==> src/rtl/calc_scheduler.sv <==
// ----------------------------------------------------------------------------
// calc_scheduler
//
// Purpose:
//   Sequences one arithmetic operation at a time onto three external
//   functional units: multiplier (MUL), divider (DIV) and square root (RAIZ).
//   An accepted request latches its operands, fires a one-cycle start pulse to
//   the selected unit, then waits for that unit's completion flag. It captures
//   the unit's result and waits for the flag to drop again before it reports
//   completion. Each wait phase is bounded by TIMEOUT cycles. Illegal requests
//   (reserved opcode, divide by zero) complete immediately with ERR set, and
//   no unit is started.
//
// Parameters:
//   WIDTH    operand width in bits
//   TIMEOUT  maximum number of cycles spent in each wait phase (>= 1)
//
// Ports:
//   CLK        in   1        clock, rising edge
//   RST        in   1        synchronous reset, active high
//   START      in   1        operation request, sampled only while idle
//   OP         in   2        00 MUL, 01 DIV, 10 RAIZ, 11 reserved
//   A, B       in   WIDTH    operands (B unused by RAIZ)
//   OPA, OPB   out  WIDTH    latched operands shared by all units
//   INIT_MUL   out  1        start pulse, multiplier
//   INIT_DIV   out  1        start pulse, divider
//   INIT_RAIZ  out  1        start pulse, square root
//   DONE_MUL   in   1        multiplier completion flag (may stay high)
//   DONE_DIV   in   1        divider completion flag (may stay high)
//   DONE_RAIZ  in   1        square root completion flag (may stay high)
//   RES_MUL    in   2*WIDTH  product
//   RES_DIV    in   WIDTH    quotient
//   RES_RAIZ   in   WIDTH    root
//   RESULT     out  2*WIDTH  captured result, held until the next capture
//   BUSY       out  1        high in every state except IDLE
//   DONE       out  1        one-cycle completion pulse
//   ERR        out  1        error flag of the last operation
// ----------------------------------------------------------------------------
module calc_scheduler #(
    parameter int WIDTH   = 16,
    parameter int TIMEOUT = 255
) (
    input  logic                 CLK,
    input  logic                 RST,
    input  logic                 START,
    input  logic [1:0]           OP,
    input  logic [WIDTH-1:0]     A,
    input  logic [WIDTH-1:0]     B,
    output logic [WIDTH-1:0]     OPA,
    output logic [WIDTH-1:0]     OPB,
    output logic                 INIT_MUL,
    output logic                 INIT_DIV,
    output logic                 INIT_RAIZ,
    input  logic                 DONE_MUL,
    input  logic                 DONE_DIV,
    input  logic                 DONE_RAIZ,
    input  logic [2*WIDTH-1:0]   RES_MUL,
    input  logic [WIDTH-1:0]     RES_DIV,
    input  logic [WIDTH-1:0]     RES_RAIZ,
    output logic [2*WIDTH-1:0]   RESULT,
    output logic                 BUSY,
    output logic                 DONE,
    output logic                 ERR
);

    localparam logic [1:0] OP_MUL  = 2'b00;
    localparam logic [1:0] OP_DIV  = 2'b01;
    localparam logic [1:0] OP_RAIZ = 2'b10;
    localparam logic [1:0] OP_RSV  = 2'b11;

    // The counter runs 0 .. TIMEOUT-1, so one wait phase lasts at most
    // TIMEOUT cycles before it is aborted.
    localparam int              CNT_W    = (TIMEOUT < 2) ? 1 : $clog2(TIMEOUT);
    localparam logic [CNT_W-1:0] CNT_LAST = CNT_W'(TIMEOUT - 1);

    typedef enum logic [2:0] {
        IDLE,
        LAUNCH,
        WAIT,
        RELEASE,
        FINISH
    } state_t;

    state_t              state;
    logic [1:0]          op_q;
    logic [CNT_W-1:0]    cnt;
    logic                sel_done;
    logic [2*WIDTH-1:0]  sel_res;

    // Completion flag and result of the unit chosen by the latched opcode.
    // The other units' flags never reach the FSM, so they cannot disturb it.
    always_comb begin
        sel_done = 1'b0;
        sel_res  = '0;
        case (op_q)
            OP_MUL: begin
                sel_done = DONE_MUL;
                sel_res  = RES_MUL;
            end
            OP_DIV: begin
                sel_done = DONE_DIV;
                sel_res  = {{WIDTH{1'b0}}, RES_DIV};
            end
            OP_RAIZ: begin
                sel_done = DONE_RAIZ;
                sel_res  = {{WIDTH{1'b0}}, RES_RAIZ};
            end
            default: begin
                sel_done = 1'b0;
                sel_res  = '0;
            end
        endcase
    end

    // Scheduler FSM. All outputs are registered: INIT_x and DONE are set on
    // the edge that enters LAUNCH / FINISH, so each is high for exactly the
    // one cycle spent in that state. LAUNCH ignores the completion flags, so
    // a flag left high by an earlier operation is not taken as completion
    // before the unit has seen its start pulse.
    always_ff @(posedge CLK) begin
        if (RST) begin
            state     <= IDLE;
            op_q      <= OP_MUL;
            cnt       <= '0;
            OPA       <= '0;
            OPB       <= '0;
            INIT_MUL  <= 1'b0;
            INIT_DIV  <= 1'b0;
            INIT_RAIZ <= 1'b0;
            RESULT    <= '0;
            BUSY      <= 1'b0;
            DONE      <= 1'b0;
            ERR       <= 1'b0;
        end else begin
            INIT_MUL  <= 1'b0;
            INIT_DIV  <= 1'b0;
            INIT_RAIZ <= 1'b0;
            DONE      <= 1'b0;

            case (state)
                IDLE: begin
                    if (START) begin
                        op_q <= OP;
                        OPA  <= A;
                        OPB  <= B;
                        cnt  <= '0;
                        BUSY <= 1'b1;
                        if (OP == OP_RSV || (OP == OP_DIV && B == '0)) begin
                            ERR   <= 1'b1;
                            DONE  <= 1'b1;
                            state <= FINISH;
                        end else begin
                            ERR       <= 1'b0;
                            INIT_MUL  <= (OP == OP_MUL);
                            INIT_DIV  <= (OP == OP_DIV);
                            INIT_RAIZ <= (OP == OP_RAIZ);
                            state     <= LAUNCH;
                        end
                    end
                end

                LAUNCH: begin
                    cnt   <= '0;
                    state <= WAIT;
                end

                WAIT: begin
                    if (sel_done) begin
                        RESULT <= sel_res;
                        cnt    <= '0;
                        state  <= RELEASE;
                    end else if (cnt == CNT_LAST) begin
                        ERR   <= 1'b1;
                        DONE  <= 1'b1;
                        state <= FINISH;
                    end else begin
                        cnt <= cnt + 1'b1;
                    end
                end

                // Hold off completion until the unit drops its flag, so a
                // flag that stays high cannot be seen as a second completion.
                RELEASE: begin
                    if (!sel_done) begin
                        DONE  <= 1'b1;
                        state <= FINISH;
                    end else if (cnt == CNT_LAST) begin
                        ERR   <= 1'b1;
                        DONE  <= 1'b1;
                        state <= FINISH;
                    end else begin
                        cnt <= cnt + 1'b1;
                    end
                end

                // START is deliberately not sampled here; a request present
                // now is taken on the following cycle in IDLE.
                FINISH: begin
                    BUSY  <= 1'b0;
                    cnt   <= '0;
                    state <= IDLE;
                end

                default: begin
                    BUSY  <= 1'b0;
                    cnt   <= '0;
                    state <= IDLE;
                end
            endcase
        end
    end

endmodule

==> config.mk <==
export PLATFORM = sky130hd
export DESIGN_NAME = calc_scheduler
export DESIGN_NICKNAME = d
export VERILOG_FILES = /design/src/rtl/calc_scheduler.sv
export SDC_FILE = /design/constraint.sdc
export NUM_CORES = 1
export LEC_CHECK = 0
export ABC_CLOCK_PERIOD_IN_PS = 3800
export CAP_MARGIN = 20
export CORE_MARGIN = 2
export CORE_UTILIZATION = 40
export CTS_CLUSTER_SIZE = 24
export DETAILED_ROUTE_END_ITERATION = 10
export GPL_TIMING_DRIVEN = 0
export PLACE_DENSITY_LB_ADDON = 0.1
export SLEW_MARGIN = 10
export SYNTH_ARGS = -nofsm -noshare
export SYNTH_HDL_FRONTEND = slang
export SYNTH_SLANG_ARGS = --single-unit
==> constraint.sdc <==
create_clock -name CLK -period 3.8 [get_ports CLK]
set_clock_uncertainty 0.15 [all_clocks]
set_input_delay 0.38 -clock CLK [delete_from_list [all_inputs] [get_ports CLK]]
set_output_delay 0.38 -clock CLK [all_outputs]
set_load 0.01 [all_outputs]
==> results of run 1 <==
-- cell families (layout without fill, tap and decap cells) --
| kind of cell | count (synthesis) | in the layout | synth area share, % |
|---|---|---|---|
| AOI/OAI and AO/OA | 103 | 103 | 17.3 |
| adders and majority gates | 3 | 3 | 0.977 |
| buffers and inverters | 35 | 223 | 4.78 |
| DFF | 83 | 83 | 46.3 |
| muxes | 17 | 17 | 4.85 |
| and+or+nand+nor | 206 | 206 | 25.8 |
-- critical path: cells and delay by family, from the launching register on --
family          cells  cell delay (ns)
compound gates      1             0.30
fa+ha+maj           2             0.41
flops               1             0.39
simple gates        3             0.56
-- layout by cell type, fill, tap and decap left out, drive strengths merged, types with 2 or more instances in the layout --
| master | n |
|---|---|
| a211oi | 11 |
| a21oi | 63 |
| a221oi | 2 |
| a31oi | 3 |
| a41oi | 2 |
| buf | 21 |
| clkbuf | 22 |
| clkdlybuf4s50 | 172 |
| dfxtp | 83 |
| ha | 2 |
| inv | 5 |
| mux2i | 17 |
| nand2 | 111 |
| nand3 | 22 |
| nand3b | 2 |
| nand4 | 2 |
| nor2 | 29 |
| nor2b | 3 |
| nor3 | 17 |
| nor4 | 10 |
| nor4b | 2 |
| o2111ai | 2 |
| o21a | 3 |
| o21ai | 12 |
| or3 | 2 |
-- registers in the layout, summed over array words and instances (netlist names), 2 cells and up --
name    flops
OPB        16
op_q        2
RESULT     32
cnt         8
OPA        16
state       3
-- worst max-delay path by stage --
stage | startpoint | endpoint | cells after the start
2_1_floorplan | cnt[0] | ERR | 7
3_3_place_gp | B[3] | state[0] | 6
3_5_place_dp | DONE_DIV | RESULT[12] | 7
4_1_cts | cnt[1] | state[2] | 6
5_1_grt | op_q[1] | RESULT[13] | 6
6_report | cnt[1] | state[2] | 6
-- report_power, final --
group | switching, mW | internal, mW | leakage, nW
logic | 0.264 | 0.285 | 1.18
clock network | 0.322 | 0.326 | 0.100
registers | 0.0351 | 0.931 | 0.676
-- area by class of cell --
class                      instances  area (µm²)  area share, %
tap                              108         135           2.39
buffer                            32         160           2.84
timing repair buffer             172        1720           30.5
inverter                           3        11.3          0.200
clock buffer                      11         141           2.50
multi-input combinational        329        1750           31.1
clock inverter                     5        60.1           1.06
sequential                        83        1660           29.4
-- routing by layer --
metal / global-route usage, % / vias to the layer above
li1: - / 1929
met1: 27.4 / 1707
met2: 39.3 / 100
met3: 5.39 / 2
met4: 3.79 / 0
met5: 0 / -
-- per-stage QoR --
step	cell area, µm²	power [mW]
after floorplan	3590	1.25
after global placement	5440	1.53
after detailed placement	5440	1.54
after CTS	5640	2.18
after global routing	5640	2.27
final	5640	2.16
==> reports/results.md, run 1 <==
| Group | Result | This run |
| --- | --- | --- |
| status | Result of the run | complete, no violations |
| logic synthesis | Top FF cell, synth | sky130_fd_sc_hd__dfxtp_1 |
| placement | Count of input and output buffers | 172 |
| logic synthesis | Count of flip-flops with a built-in enable after synthesis | 0 |
| detailed routing | Count of antenna-violating nets left after detailed routing | 0 |
| worst setup path | Critical Path AT | 2.00 ns |
| timing | Max-slew violation total from the final report | 0 |
| worst setup path | Critical path type | reg2reg |
| logic synthesis | Post-Synthesis Cell Area | 3590 µm² |
| clock tree | CTS resizes | 0 |
| clock tree | Number of buffers added to fix hold violations after cts | 0 |
| logic synthesis | Seq/Total Area, Yosys | 46.3% |
| min path | Worst hold path class | reg2reg |
| detailed routing | Detailed-routing iteration count for the pre-antenna-repair pass | 4 |
| floorplanning | Die ar. | 9740 µm² |
| logic synthesis | Yosys top cell area share | 46.3% |
| worst setup path | Number of cells traversed by the worst register-to-register path | 6 |
| timing | Unrepaired setup endpoints after global routing | false |
| power and ir drop | Power density over the cells | 383 nW/µm² |
| finish | Share of cells above drive strength 1 | 7.56% |
| global route | Number of global-route vias before repair | 3,689 |
| detailed routing | Met3 routed WL | 579 µm |
| global route | Maximum number of pins on one net before global-route repair | 15 |
| clock tree | Maximum level of the CTS H-tree | 3 |
| detailed routing | Wire length on met1 | 4630 µm |
| timing | Headroom to the max-slew limit | 66.5% |
| floorplanning | Horiz. Die Dim | 98.7 µm |
| timing | Minimum clock period after layout | 1.90 ns |
| floorplanning | Core area | 8720 µm² |
| clock tree | Clock transition time at the flip-flop clock pins of the worst setup and hold paths | 0.09 ns |
| global route | Overall routing resource usage | 22.0% |
| timing | Post-layout worst setup margin | 1.90 ns |
| finish | Area growth syn-to-layout | 57.4% |
| clock tree | Number of buffers added by the clock tree synthesis step | 9 |
| placement | Final Wtd Congestion | 0.913 |
| clock tree | TritonCTS clock tree | done |
| finish | Number of non-filler instances in the completed layout | 743 |
| floorplanning | Standard-cell row count | 34 |
| logic synthesis | Count of mapped cells out of synthesis | 447 |
| detailed routing | Final Routed Wirelength | 10,700 µm |
| global route | Wire length of the first global-routing pass | 17,500 µm |
| clock tree | Clock net sink count | 83 |
| power and ir drop | IR drop worst, VDD | 0.243 mV |
| worst setup path | Startpoint of the worst-slack reg-to-reg timing path | cnt[1] |
| clock tree | Clock root buffer master | sky130_fd_sc_hd__clkbuf_8 |
| timing | Setup total negative slack | 0 ns |
| worst setup path | R2R Path End | state[2] |
| finish | Share of the core filled with cells | 64.7% |
| logic synthesis | Syn_nets | 553 |
| finish | Fill count | 802 |
| worst setup path | Crit path cell chain | ha_1 > nand4_1 > nor2_4 > maj3_1 > nand2_1 > a221oi_1 |
| clock tree | Max Buffers Root-to-Sink | 2 |
| clock tree | Post CTS Setup Buffer Count | 0 |
| worst setup path | Slowest library cell on the worst path | sky130_fd_sc_hd__dfxtp_1 |
| detailed routing | Per-cell routed wire length | 14.4 µm |
| detailed routing | Vias | 3,738 |
| timing | Total of endpoints with negative setup slack in the final report | 0 |
| worst setup path | Kind of start point of the critical path | flip-flop |
| logic synthesis | Library cell with the highest instance count after synthesis | sky130_fd_sc_hd__nand2_1 |
| detailed routing | Routed length on met2 | 5480 µm |
| finish | Nets | 736 |
| timing | Fin. Hold Viols | 0 |
| logic synthesis | Top cells by area in the synthesized netlist | sky130_fd_sc_hd__dfxtp_1 46%, sky130_fd_sc_hd__nand2_1 12%, sky130_fd_sc_hd__a21oi_1 8.8% |
| timing | Share of the clock period used by the worst path | 50.1% |
| min path | Worst hold path stage count | 2 |
| detailed routing | Vias per Instance | 5.03 |
| power and ir drop | Static Leakage | 1.95 nW |
| global route | Residual overflow from global routing | 0 |
| worst setup path | Element type at the critical path end | flip-flop |
| worst setup path | Stage delay of the slowest cell on the critical path | 0.39 ns |
| logic synthesis | Top post-synthesis cells by count | 111 x sky130_fd_sc_hd__nand2_1, 83 x sky130_fd_sc_hd__dfxtp_1, 63 x sky130_fd_sc_hd__a21oi_1 |
| timing | Max Fclk | 0.525 GHz |
| detailed routing | DRC viols | 0 |
| detailed routing | 1st-iter DRT viols | 123 |
| logic synthesis | Cell variety after synth | 47 |
| floorplanning | Effective utilization at floorplan | 41.1% |
| floorplanning | Die Y-Extent | 98.7 µm |
| placement | DP Worst Slack | 1.56 ns |
| floorplanning | Boundary Pins | 174 |
| min path | Hold-critical path endpoint | RESULT[30] |
| logic synthesis | Count of synthesis-stage warnings from yosys | 0 |
| logic synthesis | Flip-flop and latch count after synthesis | 83 |
| logic synthesis | Library cell occupying the most area in the post-synthesis netlist | sky130_fd_sc_hd__dfxtp_1 |
| placement | Dpl hpwl | 8370 µm |
| logic synthesis | Post-Synthesis Mean Instance Area | 8.02 µm² |
| clock tree | Source-to-sink clock delay at the later pin of the worst-skew pair | 0.34 ns |
| placement | Inst Count DP | 727 |
| timing | Slew at the pin closest to its max-slew limit | 0.503 ns |
| timing | Fin Hold WS | 0.305 ns |
| worst setup path | Largest fanout on the critical path | 10 |
| finish | Number of antenna diodes | 0 |
| worst setup path | Worst Path Required | 3.89 ns |
| worst setup path | Register-to-register path setup slack | 1.90 ns |
| min path | Worst hold start | RESULT[30] |
| logic synthesis | Share of synthesized registers carrying an async set or reset | 0% |
| detailed routing | Top Layer Used | met4 |
| global route | Antenna violations before repair | 0 |
| run | Number of maximum-capacitance violations | 0 |
No activity file was read; power rests on OpenSTA's default activity.
==> run 2, diff against run 1 <==
ABC_CLOCK_PERIOD_IN_PS = 1600   (was 3800)
CORE_UTILIZATION = 37   (was 40)
clock period = 1.6 ns   (was 3.8 ns; I/O delays follow)
==> run 2 against run 1 <==
  * The run now ends with setup timing left
  * Count of clock-buffer cells in the layout down 1
  * Critical path depth down 2
  * Worst hold slack worse by 0.094 ns
  * Sequential power up 140%
  * Combinational power rose to 3.0 times the previous value
  * Highest routed layer unchanged
==> reports/results.md, run 2 (synthesis gave the netlist of run 1 again) <==
| Group | Result | This run |
| --- | --- | --- |
| detailed routing | Detailed-routing iteration count for the pre-antenna-repair pass | 4 |
| global route | Maximum number of pins on one net before global-route repair | 14 |
| worst setup path | Crit path buf inv count | 0 |
| detailed routing | Final Routed Wirelength | 12,500 µm |
| clock tree | Maximum level of the CTS H-tree | 3 |
| finish | Largest registers | RESULT: 32 flops, OPA: 16 flops, OPB: 16 flops |
| worst setup path | Worst Path Required | 1.69 ns |
| clock tree | Number of buffers added by the clock tree synthesis step | 9 |
| clock tree | Number of buffers added to fix hold violations after cts | 0 |
| timing | Max-slew violation total from the final report | 0 |
| global route | Number of global-route vias before repair | 3,674 |
| power and ir drop | IR drop worst, VDD | 0.496 mV |
| status | Result of the run | finished, violations left |
| power and ir drop | Total design power | 5.55 mW |
| finish | Area growth syn-to-layout | 79.5% |
| placement | Dpl hpwl | 8690 µm |
| run | Number of maximum-capacitance violations | 0 |
| worst setup path | Top Family by Delay on Critical Path | compound AO/OA/AOI/OAI gates |
| detailed routing | 1st-iter DRT viols | 120 |
| detailed routing | Count of antenna-violating nets left after detailed routing | 0 |
| clock tree | Clock transition time at the flip-flop clock pins of the worst setup and hold paths | 0.09 ns |
| floorplanning | Die ar. | 10,500 µm² |
| min path | Worst hold path stage count | 3 |
| timing | Share of the clock period used by the worst path | 108% |
| worst setup path | Element type at the critical path end | flip-flop |
| timing | Post-layout worst setup margin | -0.123 ns |
| finish | Final design instance area without fill | 6440 µm² |
| floorplanning | Horiz. Die Dim | 102 µm |
| worst setup path | Kind of start point of the critical path | flip-flop |
| worst setup path | Critical path type | reg2reg |
| worst setup path | Slowest library cell on the worst path | sky130_fd_sc_hd__or3_1 |
| timing | Slew at the pin closest to its max-slew limit | 0.658 ns |
| timing | Unrepaired setup endpoints after global routing | true |
| global route | Overall routing resource usage | 21.4% |
| floorplanning | Die Y-Extent | 102 µm |
| status | Violated checks | setup timing |
| power and ir drop | Static Leakage | 2.37 nW |
| timing | Fin. Hold Viols | 0 |
| worst setup path | Number of cells traversed by the worst register-to-register path | 4 |
| worst setup path | Crit path cell chain | or3_1 > o21a_2 > a41oi_1 > nor3_2 |
| finish | Most frequent cells in the layout | 159 x sky130_fd_sc_hd__clkdlybuf4s50_1, 108 x sky130_fd_sc_hd__nand2_1, 77 x sky130_fd_sc_hd__dfxtp_1 |
| finish | Number of flip-flops under the largest register name | 32 |
| power and ir drop | Sequential fraction of design power | 41.8% |
| worst setup path | Critical Path AT | 1.81 ns |
| timing | Headroom to the max-slew limit | 56.2% |
| global route | Antenna violations before repair | 1 |
| finish | Most common cell after layout, fill and taps aside | sky130_fd_sc_hd__clkdlybuf4s50_1 |
| power and ir drop | Internal power | 3.93 mW |
| detailed routing | Vias | 3,916 |
| worst setup path | Count of cell instances traversed by the critical path | 4 |
| detailed routing | Vias per Instance | 5.03 |
| placement | Count of input and output buffers | 172 |
| finish | Nets | 751 |
| floorplanning | Effective utilization at floorplan | 38.4% |
| finish | Share of cells above drive strength 1 | 23.3% |
| power and ir drop | Combinational cell fraction of total power | 29.2% |
| finish | Number of antenna diodes | 0 |
| clock tree | TritonCTS clock tree | done |
| detailed routing | Per-cell routed wire length | 16.0 µm |
| global route | Wire length of the first global-routing pass | 17,700 µm |
| worst setup path | Stage delay of the slowest cell on the critical path | 0.46 ns |
| floorplanning | Boundary Pins | 174 |
| power and ir drop | Switching Fraction | 29.3% |
| floorplanning | Standard-cell row count | 35 |
| detailed routing | DRC viols | 0 |
| timing | Total of endpoints with negative setup slack in the final report | 43 |
| global route | Residual overflow from global routing | 0 |
| timing | Minimum clock period after layout | 1.72 ns |
| finish | Register bank with the most flops | RESULT |
| power and ir drop | Net switching power of the design | 1.62 mW |
| timing | Max Fclk | 0.581 GHz |
| clock tree | Clock net sink count | 83 |
| clock tree | Clock root buffer master | sky130_fd_sc_hd__clkbuf_8 |
| clock tree | Source-to-sink clock delay at the later pin of the worst-skew pair | 0.34 ns |
| placement | Final Wtd Congestion | 0.828 |
| min path | Worst hold path class | in2reg |
| floorplanning | Core area | 9330 µm² |
| power and ir drop | Power density over the cells | 862 nW/µm² |
| clock tree | Max Buffers Root-to-Sink | 2 |
| power and ir drop | Clk pwr share | 29.0% |
| placement | DP Area | 5530 µm² |
| worst setup path | Largest fanout on the critical path | 8 |
==> run 2: changes by cell type in the layout (fill, tap and decap cells not counted), sizes merged <==
| cell | change |
|---|---|
| buf | +15 |
| bufinv | +1 |
| clkbuf | -1 |
| clkdlybuf4s50 | -13 |
| clkinv | +2 |
| clkinvlp | -1 |
| dlygate4sd2 | +1 |
| dlymetal6s2s | +12 |
| inv | -2 |
==> run 2: repair_timing <==
action | CTS | global route
gates cloned | 0 | 3
endpoints found under the setup margin | 75 | 84
pin swaps | 12 | 31
setup buffers | 9 | 5
resized for setup | 31 | 128
endpoints found under the hold margin | 0 | 0
==> run 2: layout make-up <==
class                           instances  area (µm²)
Buffer                                 30         238
Clock buffer                           10         128
Clock inverter                          5        78.8
Fill cell                             781        2890
Inverter                                3        11.3
Multi-Input combinational cell        329        2230
Sequential cell                        83        1670
Tap cell                              129         161
Timing Repair Buffer                  189        1920
==> run 2: tightest hold or removal path: stages <==
cell and delay, ns:
sky130_fd_sc_hd__clkdlybuf4s50_1 0.39, sky130_fd_sc_hd__nand2_1 0.06, sky130_fd_sc_hd__a21oi_1 0.05
==> run 2: power groups by stage <==
stage	Clock (mW)	Combinational, mW	Sequential [mW]
finish	1.61	1.62	2.32
global route	1.72	1.74	2.34
CTS	1.64	1.41	2.30
detailed placement	0	1.33	2.35
global placement	0	1.32	2.34
floorplan	0	0.598	2.40
==> run 2: worst paths after layout <==
| kind | startpoint | to | slack [ns] |
|---|---|---|---|
| worst min register to register | OPB[3] | OPB[3] | 0.31 |
| worst max-delay path | state[0] | cnt[7] | -0.12 |
| worst min-delay path | A[10] | OPA[10] | 0.21 |
| worst max register to register | state[0] | cnt[7] | -0.12 |
==> run 2: stage by stage <==
step | util [%] | TNS [ns] | std cells | worst slack, ns | hold WS [ns]
final | 69.0 | -3.48 | 778 | -0.123 | 0.211
after detailed placement | 59.2 | -17.95 | 748 | -0.442 | 0.294
after global routing | 69.0 | -6.46 | 778 | -0.206 | 0.216
after CTS | 63.3 | -6.44 | 772 | -0.129 | 0.204
after global placement | 59.2 | -16.55 | 748 | -0.441 | 0.288
after floorplan | - | -0.0511 | 447 | -0.0304 | 0.0867
==> run 2: metal layers <==
layer,vias to the layer above,wire (µm),global-route usage (%)
met5,-,0,0
met4,0,215,6.56
met3,19,726,3.63
met2,112,6290,37.8
met1,1836,5230,26.6
li1,1949,-,-
==> run 3, diff against run 2 <==
CORE_MARGIN = unset   (was 2)
==> run 3 against run 2 <==
  * The flow still finishes with violations (setup timing)
  * Non-clock buffer count is 3 lower
  * Worst hold slack improved by 0.0053 ns
  * Fmax decreased by 0.81%
  * Core utilization shrank 2.8 points
  * Via count increased by 1.0%
  * Count of clock-buffer cells in the layout grew 1
  * Register-to-register slack is essentially flat
  * Clock power decreased by 17%
  * Critical endpoint is now RESULT[23]
  * Largest cell class is now non-clock buffers
==> reports/results.md, run 3 (synthesis gave the netlist of run 1 again) <==
| Group | Result | This run |
| --- | --- | --- |
| floorplanning | Die Y-Extent | 100 µm |
| detailed routing | Count of antenna-violating nets left after detailed routing | 0 |
| worst setup path | Largest fanout on the critical path | 6 |
| placement | Final Wtd Congestion | 0.816 |
| global route | Residual overflow from global routing | 0 |
| detailed routing | Per-cell routed wire length | 15.8 µm |
| floorplanning | Die ar. | 10,100 µm² |
| timing | Post-layout worst setup margin | -0.137 ns |
| clock tree | Clock root buffer master | sky130_fd_sc_hd__clkbuf_8 |
| worst setup path | Stage delay of the slowest cell on the critical path | 0.38 ns |
| clock tree | Max Buffers Root-to-Sink | 2 |
| worst setup path | Element type at the critical path end | flip-flop |
| timing | Fin. Hold Viols | 0 |
| worst setup path | Crit path buf inv count | 1 |
| detailed routing | Vias per Instance | 5.10 |
| timing | Minimum clock period after layout | 1.74 ns |
| min path | Worst hold path class | in2reg |
| worst setup path | Critical Path AT | 1.86 ns |
| timing | Slew at the pin closest to its max-slew limit | 0.580 ns |
| detailed routing | DRC viols | 0 |
| detailed routing | Detailed-routing iteration count for the pre-antenna-repair pass | 4 |
| power and ir drop | IR drop worst, VDD | 0.472 mV |
| timing | Max Fclk | 0.576 GHz |
| placement | Inst Count DP | 748 |
| global route | Overall routing resource usage | 22.6% |
| worst setup path | Kind of start point of the critical path | flip-flop |
| finish | Final design instance area without fill | 6180 µm² |
| floorplanning | Horiz. Die Dim | 100 µm |
| timing | Unrepaired setup endpoints after global routing | true |
| floorplanning | Standard-cell row count | 35 |
| finish | Number of antenna diodes | 0 |
| clock tree | Maximum level of the CTS H-tree | 3 |
| placement | Dpl hpwl | 8760 µm |
| detailed routing | Final Routed Wirelength | 12,200 µm |
| finish | Area growth syn-to-layout | 72.3% |
| clock tree | Source-to-sink clock delay at the later pin of the worst-skew pair | 0.34 ns |
| finish | Number of non-filler instances in the completed layout | 776 |
| clock tree | Clock transition time at the flip-flop clock pins of the worst setup and hold paths | 0.09 ns |
| worst setup path | Worst Path Required | 1.72 ns |
| timing | Headroom to the max-slew limit | 61.3% |
| clock tree | Number of buffers added to fix hold violations after cts | 0 |
| timing | Share of the clock period used by the worst path | 109% |
| finish | Register bank with the most flops | RESULT |
| status | Result of the run | finished, violations left |
| finish | Largest registers | RESULT: 32 flops, OPA: 16 flops, OPB: 16 flops |
| global route | Maximum number of pins on one net before global-route repair | 15 |
| detailed routing | Vias | 3,955 |
| power and ir drop | Power density over the cells | 833 nW/µm² |
| floorplanning | Boundary Pins | 174 |
| timing | Total of endpoints with negative setup slack in the final report | 44 |
| floorplanning | Effective utilization at floorplan | 38.4% |
| global route | Number of global-route vias before repair | 3,671 |
| worst setup path | Critical path type | reg2reg |
| clock tree | Clock net sink count | 83 |
| floorplanning | Core area | 9330 µm² |
| placement | Count of input and output buffers | 172 |
| worst setup path | Slowest library cell on the worst path | sky130_fd_sc_hd__dfxtp_4 |
| status | Violated checks | setup timing |
| finish | Share of cells above drive strength 1 | 19.0% |
| run | Number of maximum-capacitance violations | 0 |
| detailed routing | 1st-iter DRT viols | 94 |
| worst setup path | Crit path cell chain | nand3b_1 > o21a_4 > nor2_4 > buf_6 > nand3_1 > a21oi_2 |
| finish | Number of flip-flops under the largest register name | 32 |
| finish | Nets | 748 |
| timing | Max-slew violation total from the final report | 0 |
| timing | Setup total negative slack | -3.09 ns |
| power and ir drop | Static Leakage | 2.36 nW |
| finish | Most common cell after layout, fill and taps aside | sky130_fd_sc_hd__clkdlybuf4s50_1 |
| worst setup path | Top Family by Delay on Critical Path | simple AND/OR/NAND/NOR gates |
| global route | Wire length of the first global-routing pass | 17,900 µm |
| clock tree | Number of buffers added by the clock tree synthesis step | 9 |
| placement | DP Area | 5530 µm² |
| clock tree | TritonCTS clock tree | done |
| finish | Most frequent cells in the layout | 154 x sky130_fd_sc_hd__clkdlybuf4s50_1, 109 x sky130_fd_sc_hd__nand2_1, 76 x sky130_fd_sc_hd__dfxtp_1 |
| global route | Antenna violations before repair | 0 |
==> run 3: cell count changes in the layout (fill, tap and decap cells not counted), sizes merged <==
cell,change
bufinv,-2
clkbuf,+5
clkdlybuf4s50,-5
clkinv,-1
inv,+1
buf,-7
clkinvlp,+2
dlymetal6s2s,+5
==> run 3: final timing paths <==
path	startpoint	end	slack (ns)	depth (start not counted)
hold / removal	A[8]	OPA[8]	0.22	3
setup / recovery	op_q[0]	RESULT[23]	-0.14	6
setup reg to reg	op_q[0]	RESULT[23]	-0.14	6
hold reg to reg	RESULT[28]	RESULT[28]	0.31	2
==> run 3: routing by layer <==
layer  GRT usage [%]  vias to the layer above  part of all wire [%]
li1                -                     1945                     -
met4            6.91                        0                   1.1
met2            41.0                      107                    52
met5               0                        -                     0
met1            26.7                     1891                    42
met3            4.53                       12                   5.0
==> run 3: worst reg2reg max path, delay by kind of cell, from the launching register on <==
family                 cells  cell delay, ns
and+or+nand+nor            3            0.60
AOI/OAI and AO/OA          2            0.38
buffers and inverters      1            0.17
DFF                        1            0.38
==> run 3: through the flow <==
stage | setup slack [ns] | hold WS [ns] | power, mW | utilization (%)
floorplan | -0.0304 | 0.0867 | 2.99 | -
detailed placement | -0.421 | 0.295 | 3.69 | 59.2
global placement | -0.415 | 0.288 | 3.66 | 59.2
CTS | -0.124 | 0.199 | 5.09 | 63.0
global route | -0.236 | 0.203 | 5.41 | 66.3
finish | -0.137 | 0.216 | 5.15 | 66.3
==> run 3: repair_timing <==
item / in CTS / in global routing
endpoints found under the setup margin: 75 / 97
buffers inserted: 8 / 3
pin swaps: 11 / 24
gates resized for setup: 32 / 80
cloned: 0 / 2
==> run 3: power breakdown <==
group / switching, mW / internal (mW)
Clock: 0.767 / 0.571
Sequential: 0.0991 / 2.21
Combinational: 0.725 / 0.770
==> run 3: layout make-up <==
cell class	instances	area, µm²
Buffer	31	210
Clock buffer	11	131
Clock inverter	5	37.5
Fill cell	815	3150
Inverter	3	11.3
Multi-Input combinational cell	329	2070
Sequential cell	83	1680
Tap cell	129	161
Timing Repair Buffer	185	1880
